File: config.mk
export PLATFORM = sky130hd
export DESIGN_NAME = fetch_queue
export DESIGN_NICKNAME = d
export VERILOG_FILES = /design/src/rtl/fetch_pkg.sv /design/src/rtl/fetchq_mem.sv /design/src/rtl/fetch_queue.sv
export SDC_FILE = /design/constraint.sdc
export NUM_CORES = 1
export LEC_CHECK = 0
export CAP_MARGIN = 20
export CORE_MARGIN = 2
export CORE_UTILIZATION = 55
export CTS_CLUSTER_DIAMETER = 100
export DETAILED_ROUTE_END_ITERATION = 8
export MAX_ROUTING_LAYER = met4
export PLACE_DENSITY = 0.8
export REMOVE_ABC_BUFFERS = 1
export SLEW_MARGIN = 15
export SYNTH_ARGS = -nofsm -noshare
export SYNTH_HDL_FRONTEND = slang
export SYNTH_SLANG_ARGS = --single-unit
File: constraint.sdc
create_clock -name CLK -period 9.54 [get_ports CLK]
set_input_delay 1.908 -clock CLK [delete_from_list [all_inputs] [get_ports CLK]]
set_output_delay 1.908 -clock CLK [all_outputs]
set_load 0.01 [all_outputs]
File: src/rtl/fetch_pkg.sv
// -----------------------------------------------------------------------------
// fetch_pkg
// Shared constants and types for the IF->ID fetch queue.
//   FQ_DEPTH / FQ_PTR_W : default queue depth and pointer width
//   fq_entry_t          : packed {pc, instr} queue entry
//   FQ_EMPTY_ENTRY      : all-zero entry shown on the ID side while empty
// -----------------------------------------------------------------------------
package fetch_pkg;

  localparam int FQ_DEPTH = 4;
  localparam int FQ_PTR_W = 2;

  typedef struct packed {
    logic [31:0] pc;
    logic [31:0] instr;
  } fq_entry_t;

  localparam fq_entry_t FQ_EMPTY_ENTRY = '0;

endpackage

File: src/rtl/fetchq_mem.sv
// -----------------------------------------------------------------------------
// fetchq_mem
// DEPTH x W register array backing the fetch queue. No reset on storage;
// validity of each slot is tracked by the pointers/count in fetch_queue.
// Ports:
//   CLK      : rising-edge clock
//   i_we     : write enable (synchronous write)
//   i_waddr  : write slot
//   i_wdata  : write data
//   i_raddr  : read slot
//   o_rdata  : asynchronous read data
// -----------------------------------------------------------------------------
module fetchq_mem #(
  parameter int DEPTH = 4,
  parameter int PTR_W = 2,
  parameter int W     = 64
) (
  input  logic             CLK,
  input  logic             i_we,
  input  logic [PTR_W-1:0] i_waddr,
  input  logic [W-1:0]     i_wdata,
  input  logic [PTR_W-1:0] i_raddr,
  output logic [W-1:0]     o_rdata
);

  logic [W-1:0] r_mem [DEPTH];

  always_ff @(posedge CLK) begin
    if (i_we) r_mem[i_waddr] <= i_wdata;
  end

  assign o_rdata = r_mem[i_raddr];

endmodule

File: src/rtl/fetch_queue.sv
// -----------------------------------------------------------------------------
// fetch_queue
// Decoupling instruction queue between IF and ID. Captures {PC, instruction}
// pairs from IF and presents them to ID in program order via valid/ready.
// A flush (taken branch) discards all queued entries.
//
// Optional feature (macro FETCHQ_BYPASS_EN): when the queue is empty, an
// incoming IF entry is forwarded combinationally to the ID outputs; if ID
// takes it in the same cycle it is never written into the queue.
//
// Ports:
//   CLK, RST        : clock, synchronous active-high reset
//   if_valid        : IF presents an entry
//   if_pc           : PC of the fetched instruction
//   if_instruction  : fetched instruction word
//   if_ready        : queue can accept a push (occupancy only)
//   flush           : discard all entries at the next edge
//   id_ready        : ID consumes the head entry
//   id_valid        : head entry valid
//   id_pc           : head PC (0 while empty)
//   id_instruction  : head instruction (0 while empty)
//   count           : occupancy 0..DEPTH
// -----------------------------------------------------------------------------
module fetch_queue
  import fetch_pkg::*;
#(
  parameter int DEPTH  = FQ_DEPTH,
  parameter int DATA_W = 32,
  parameter int PTR_W  = FQ_PTR_W
) (
  input  logic              CLK,
  input  logic              RST,
  input  logic              if_valid,
  input  logic [DATA_W-1:0] if_pc,
  input  logic [DATA_W-1:0] if_instruction,
  output logic              if_ready,
  input  logic              flush,
  input  logic              id_ready,
  output logic              id_valid,
  output logic [DATA_W-1:0] id_pc,
  output logic [DATA_W-1:0] id_instruction,
  output logic [PTR_W:0]    count
);

  localparam logic [PTR_W:0]   LP_FULL    = (PTR_W+1)'(DEPTH);
  localparam logic [PTR_W:0]   LP_CNT_ONE = (PTR_W+1)'(1);
  localparam logic [PTR_W-1:0] LP_PTR_ONE = PTR_W'(1);

  logic [PTR_W-1:0]    r_rd_ptr;
  logic [PTR_W-1:0]    r_wr_ptr;
  logic [PTR_W:0]      r_count;

  logic                w_stored;
  logic                w_bypass;
  logic                w_bypass_take;
  logic                w_push;
  logic                w_pop;
  logic [2*DATA_W-1:0] w_head;

  assign w_stored = (r_count != '0);
  assign if_ready = (r_count != LP_FULL);

`ifdef FETCHQ_BYPASS_EN
  assign w_bypass      = ~w_stored & if_valid & ~flush;
  assign w_bypass_take = w_bypass & id_ready;
`else
  assign w_bypass      = 1'b0;
  assign w_bypass_take = 1'b0;
`endif

  // A bypassed entry consumed directly by ID never touches the storage.
  assign w_push = if_valid & if_ready & ~flush & ~w_bypass_take;
  // Pop only moves the read pointer for entries actually stored.
  assign w_pop  = w_stored & id_ready & ~flush;

  fetchq_mem #(
    .DEPTH (DEPTH),
    .PTR_W (PTR_W),
    .W     (2*DATA_W)
  ) u_mem (
    .CLK     (CLK),
    .i_we    (w_push & ~RST),
    .i_waddr (r_wr_ptr),
    .i_wdata ({if_pc, if_instruction}),
    .i_raddr (r_rd_ptr),
    .o_rdata (w_head)
  );

  always_comb begin
    id_valid       = w_stored | w_bypass;
    id_pc          = '0;
    id_instruction = '0;
    if (w_stored) begin
      id_pc          = w_head[2*DATA_W-1:DATA_W];
      id_instruction = w_head[DATA_W-1:0];
    end else if (w_bypass) begin
      id_pc          = if_pc;
      id_instruction = if_instruction;
    end
  end

  assign count = r_count;

  // Pointers wrap naturally because DEPTH is a power of two.
  always_ff @(posedge CLK) begin
    if (RST || flush) begin
      r_rd_ptr <= '0;
      r_wr_ptr <= '0;
      r_count  <= '0;
    end else begin
      if (w_push) r_wr_ptr <= r_wr_ptr + LP_PTR_ONE;
      if (w_pop)  r_rd_ptr <= r_rd_ptr + LP_PTR_ONE;
      case ({w_push, w_pop})
        2'b10:   r_count <= r_count + LP_CNT_ONE;
        2'b01:   r_count <= r_count - LP_CNT_ONE;
        default: r_count <= r_count;
      endcase
    end
  end

endmodule
# After elaboration in Yosys (flattened, before gate mapping)
# Memory sizes are Yosys's and may differ from the RTL's. A register that Yosys moved wholly into a read port is not among the register bits.
# Index checks and enable logic that the tools add are counted.
# op_classes
add_sub_neg,4
n_eq_ne,3
n_mux,7
bitwise_logic,7
n_reduce_logical,3
# op_table
cell,count
32-bit 2-to-1 mux,2
3-bit case mux with 2 select lines,1
1-bit AND,5
"2-bit by 1-bit adder with 2-bit output, second input constant",2
2-bit 2-to-1 mux,2
"3-bit by 1-bit adder with 3-bit output, second input constant",1
"3-bit inequality test, second input constant",1
3-bit nonzero test,1
"3-bit by 1-bit subtractor with 3-bit output, second input constant",1
"2-bit by 1-bit equality test with 1-bit output, second input constant",1
"2-bit equality test, second input constant",1
1-bit 2-to-1 mux,2
1-bit inverter,2
2-bit nonzero test,1
1-bit logical OR,1
# totals
register_bits,7
ram_bits,256
input_bits,69
output_inout_bits,69
n_memories,1
# mem_list
memory,words,word_bits,read_ports,rd_ports_with_merged_regs,write_ports,line_no,source
u_mem.r_mem,4,64,1,1,1,fetchq_mem.sv:26,logic [W-1:0] r_mem [DEPTH];

# Longest topological paths before layout
# logic_depth
depth_word,6
ltp_mapped,8
ltp_nobuf,8

# Modules after synthesis
# From an unflattened synthesis, not the netlist that was laid out.
# unflattened
cells_unflattened,450
area_unflattened_um2,10186.0
# by_module_without_submodules
module,instances,cells_per_inst,area_each_um2,seq_area_each_um2
fetchq_mem,1,338,9341.5,7687.4
fetch_queue,1,112,844.6,140.1

# Worst setup path before layout
# OpenSTA, ideal clock, no wires.
# synth_path
path_kind,input to register
from,input flush
to,memory u_mem.r_mem[1][0] (enable)
setup_time_ns,0.578
arrival_ns,6.934
required_ns,8.962
path_slack_ns,2.027
path_stages,2
n_path_buf,0
path_cell_list,nand3b_2 -> nor3b_1
# synth_between
elab_chain_len,5
# synth_lines
element,line_no,source
start: declaration,fetch_queue.sv:37,"input logic flush,"
1-bit inverter,fetch_queue.sv:72,assign w_push = if_valid & if_ready & ~flush & ~w_bypass_take;
1-bit AND,fetch_queue.sv:72,
1-bit AND,fetch_queue.sv:82,".i_we (w_push & ~RST),"
1-bit 2-to-1 mux,fetchq_mem.sv:29,if (i_we) r_mem[i_waddr] <= i_wdata;
1-bit 2-to-1 mux (implied by the code),fetchq_mem.sv:29,
end: declaration,fetchq_mem.sv:26,
# Every way passes these cells.

==> impl_metrics.py <==
metrics = {
    "final_layout": {
        "diodes": 0,
        "fin_nets": 683,
        "syn_to_final_growth_pct": 24.1,
        "stdcell_area_sq_mm": 0.0127,
        "layout-drive-gt1-share_pct": 18.6,
        "fin_util_pct": 70.1,
        "instances_no_fill": 857,
    },
    "placement": {
        "gp_congestion": 0.722,
        "dp_slack_ps": 4800,
        "dp_hpwl_mm": 10.6,
        "io_buffer_count": 137,
        "postPlaceCellArea_sq_mm": 0.0118,
        "placed_cells": 809,
    },
    "global_routing": {
        "grt_pass1_vias": 5366,
        "antenna_found_initial": 0,
        "overflow": 0,
        "grt_pass1_wl_mm": 28.9,
        "grt_max_degree": 66,
        "globalRouteTotalUtil_pct": 19.8,
    },
    "floorplan": {
        "initial_core_util_pct": 56.5,
        "fp.dieH_microns": 140,
        "core_area_sq_mm": 0.0181,
        "std_cell_rows": 49,
        "io_pins": 138,
        "die_x_microns": 140,
        "dieArea_sq_mm": 0.0197,
    },
    "logic_synthesis": {
        "yosysTopAreaCell": "edfxtp_1",
        "synthTopCellsByArea": "edfxtp_1 75%, mux4_2 13%, and2_1 3.9%",
        "synthAdderAreaFrac_pct": 0.808,
        "ys_ff_latch": 265,
        "netlist_instances": 458,
        "seq_area_frac_synth_pct": 77.0,
        "netlist_area_sq_mm": 0.0102,
        "synthXorXnorAreaFrac_pct": 0.343,
        "syn_avg_cell_area_sq_um": 22.3,
        "synth_edf_count": 256,
        "synth-compound-area-share_pct": 0.306,
        "synth_simple_gate_area_share_pct": 5.03,
        "yosys-mux-area-fraction_pct": 14.4,
        "ys_top_cells_by_count": "256 x edfxtp_1, 64 x and2_1, 60 x mux4_2, 9 x dfxtp_1",
        "async_flop_share_pct": 0,
        "synth_top_area_share_pct": 75.2,
        "synth_top_family_by_area": "multiplexers",
        "yosysUniqueCellTypes": 26,
        "yosysMostFrequentCell": "edfxtp_1",
        "yosys_warnings": 0,
        "yosys_most_used_dff": "edfxtp_1",
    },
    "power": {
        "power_density_mw_per_mm2": 194,
        "leakage_nw": 3.99,
        "p_total_mw": 2.45,
        "peakVddDrop_v": 0.000186,
    },
    "timing": {
        "rsz0062_at_grt": "no",
        "relSlewSlack_pct": 36.0,
        "setup_viol": 0,
        "finalMaxSlewViolations": 0,
        "layout_min_cycle_time_ps": 5150,
        "final.period_utilization_pct": 53.9,
        "worst_slew_pin_slew_ps": 960,
        "hold_slack_ps": 520,
        "fmax_mhz": 194,
        "final_hold_viol_count": 0,
        "fin_setup_tns_ps": 0,
        "finalWorstSetupSlack_ps": 4390,
        "clock-skew-final_ps": 16.3,
    },
    "setup_path": {
        "crit_chain": "buf_4 > mux4_1 > and2_1 > clkdlybuf4s50_1",
        "r2r_slack_ps": 6680,
        "crit_required_ps": 7630,
        "rr_startpoint": "count[0]$_SDFFE_PP0P_",
        "cp.arrival_ps": 3240,
        "path_class": "register to primary output",
        "cp_slowest_cell": "buf_4",
        "cp-endpoint": "id_pc[1]",
        "start_kind": "register",
        "reg2reg_depth": 4,
        "crit_path_max_fanout": 44,
        "r2r-end": "u_mem.r_mem[0][55]$_DFFE_PP_",
        "crit_path_end_kind": "primary output",
        "max_stage_delay_ps": 750,
    },
    "route": {
        "drtAntennaViolNets": 0,
        "drcViolationCount": 0,
        "wire_per_inst_microns": 21.8,
        "viasPerCell": 5.72,
        "first_pass_iters": 6,
        "totalWireLength_mm": 18.7,
        "drt-initial-drc-count": 291,
        "vias": 4905,
    },
    "cts": {
        "cts_buffers": 26,
        "postCtsSetupBuffers": 0,
        "path_clk_slew_ps": 60,
        "insertion_delay_ps": 520,
        "clock_sinks": 265,
        "ctsHoldBuffers": 0,
        "cts.repair.resized": 0,
        "cts_buffer_depth": 3,
        "h-tree-depth": 1,
        "root_buffer": "clkbuf_16",
        "cts_tree": "built",
    },
    "outcome": {
        "outcome": "completed",
    },
    "hold_path": {
        "hold_start": "r_wr_ptr[0]$_SDFFE_PP0P_",
        "hp-class": "register to register",
        "hold_depth": 2,
    },
    "flow_run": {
        "max-cap-violations": 0,
    },
}
==> how the worst min path moves through the flow <==
stage,endpoint
2_1_floorplan,r_wr_ptr[1]$_SDFFE_PP0P_
3_5_place_dp,r_wr_ptr[0]$_SDFFE_PP0P_
4_1_cts,r_wr_ptr[0]$_SDFFE_PP0P_
6_report,r_wr_ptr[0]$_SDFFE_PP0P_
5_1_grt,r_wr_ptr[0]$_SDFFE_PP0P_
3_3_place_gp,r_wr_ptr[1]$_SDFFE_PP0P_
==> cell usage in the layout, fill, tap and decap left out <==
| cell type | netlist | routed |
|---|---|---|
| edfxtp_1 | 256 | 256 |
| o31ai_1 | 1 | 1 |
| clkdlybuf4s50_1 | 0 | 137 |
| clkinvlp_4 | 0 | 5 |
| or2_2 | 1 | 1 |
| or3b_2 | 1 | 1 |
| clkinv_4 | 0 | 1 |
| fa_1 | 1 | 1 |
| clkbuf_16 | 0 | 27 |
| clkinv_2 | 0 | 2 |
| mux4_2 | 60 | 60 |
| clkinv_1 | 0 | 4 |
| or3_1 | 2 | 1 |
| inv_1 | 5 | 5 |
| or3_4 | 0 | 1 |
| clkbuf_1 | 8 | 4 |
| ha_1 | 5 | 5 |
| mux4_1 | 4 | 4 |
| nand3b_2 | 1 | 1 |
| and2_1 | 64 | 64 |
| xor2_1 | 4 | 4 |
| nor2_1 | 8 | 8 |
| bufinv_16 | 0 | 5 |
| nand2_1 | 4 | 4 |
| mux2i_1 | 2 | 2 |
| buf_4 | 0 | 7 |
| o21ai_0 | 1 | 1 |
| dfxtp_4 | 0 | 2 |
| a21oi_1 | 2 | 2 |
| o311ai_0 | 1 | 1 |
| nor3b_2 | 0 | 4 |
| dfxtp_1 | 9 | 7 |
==> layer usage <==
| layer | GRT usage [%] | vias to the layer above | routed length [microns] |
|---|---|---|---|
| li1 | - | 2161 | - |
| met1 | 25.9 | 2549 | 7760 |
| met2 | 32.9 | 160 | 9380 |
| met3 | 3.49 | 35 | 1200 |
| met4 | 4.78 | 0 | 346 |
| met5 | - | - | 0 |
==> logic make-up (layout without fill, tap and decap cells) <==
group | count (synthesis) | count (layout)
simple gates | 85 | 85
compound gates | 5 | 5
fa+ha+maj | 6 | 6
mux | 66 | 66
xor+xnor | 4 | 4
buf+inv | 27 | 197
flops | 265 | 265
==> cell type report <==
| class | instances | area [sq um] |
|---|---|---|
| sequential | 265 | 7880 |
| clock buffer | 31 | 691 |
| fill | 1094 | 5410 |
| multi-input combinational | 166 | 2160 |
| timing repair buffer | 144 | 1420 |
| clock inverter | 17 | 221 |
| tap | 229 | 287 |
| inverter | 5 | 18.8 |
==> worst max-delay path, delay by kind of cell (launching register included) <==
| family | cells | cell delay (ps) |
|---|---|---|
| buf+inv | 2 | 1230 |
| mux | 1 | 640 |
| flops | 1 | 610 |
| simple gates | 1 | 190 |
==> registers in the layout (all words and copies together) (netlist names), named ones only <==
signal / cells
r_wr_ptr: 2
r_rd_ptr: 2
u_mem.r_mem: 256
count: 3
==> power by group <==
group | switching [mW] | internal [mW] | leakage [nW] | total [mW]
logic | 0.0424 | 0.0552 | 1.18 | 0.0976
registers | 0.00370 | 1.29 | 2.39 | 1.29
clock network | 0.414 | 0.653 | 0.427 | 1.07
total | 0.460 | 1.99 | 3.99 | 2.45
No activity file was read; power rests on OpenSTA's default activity.
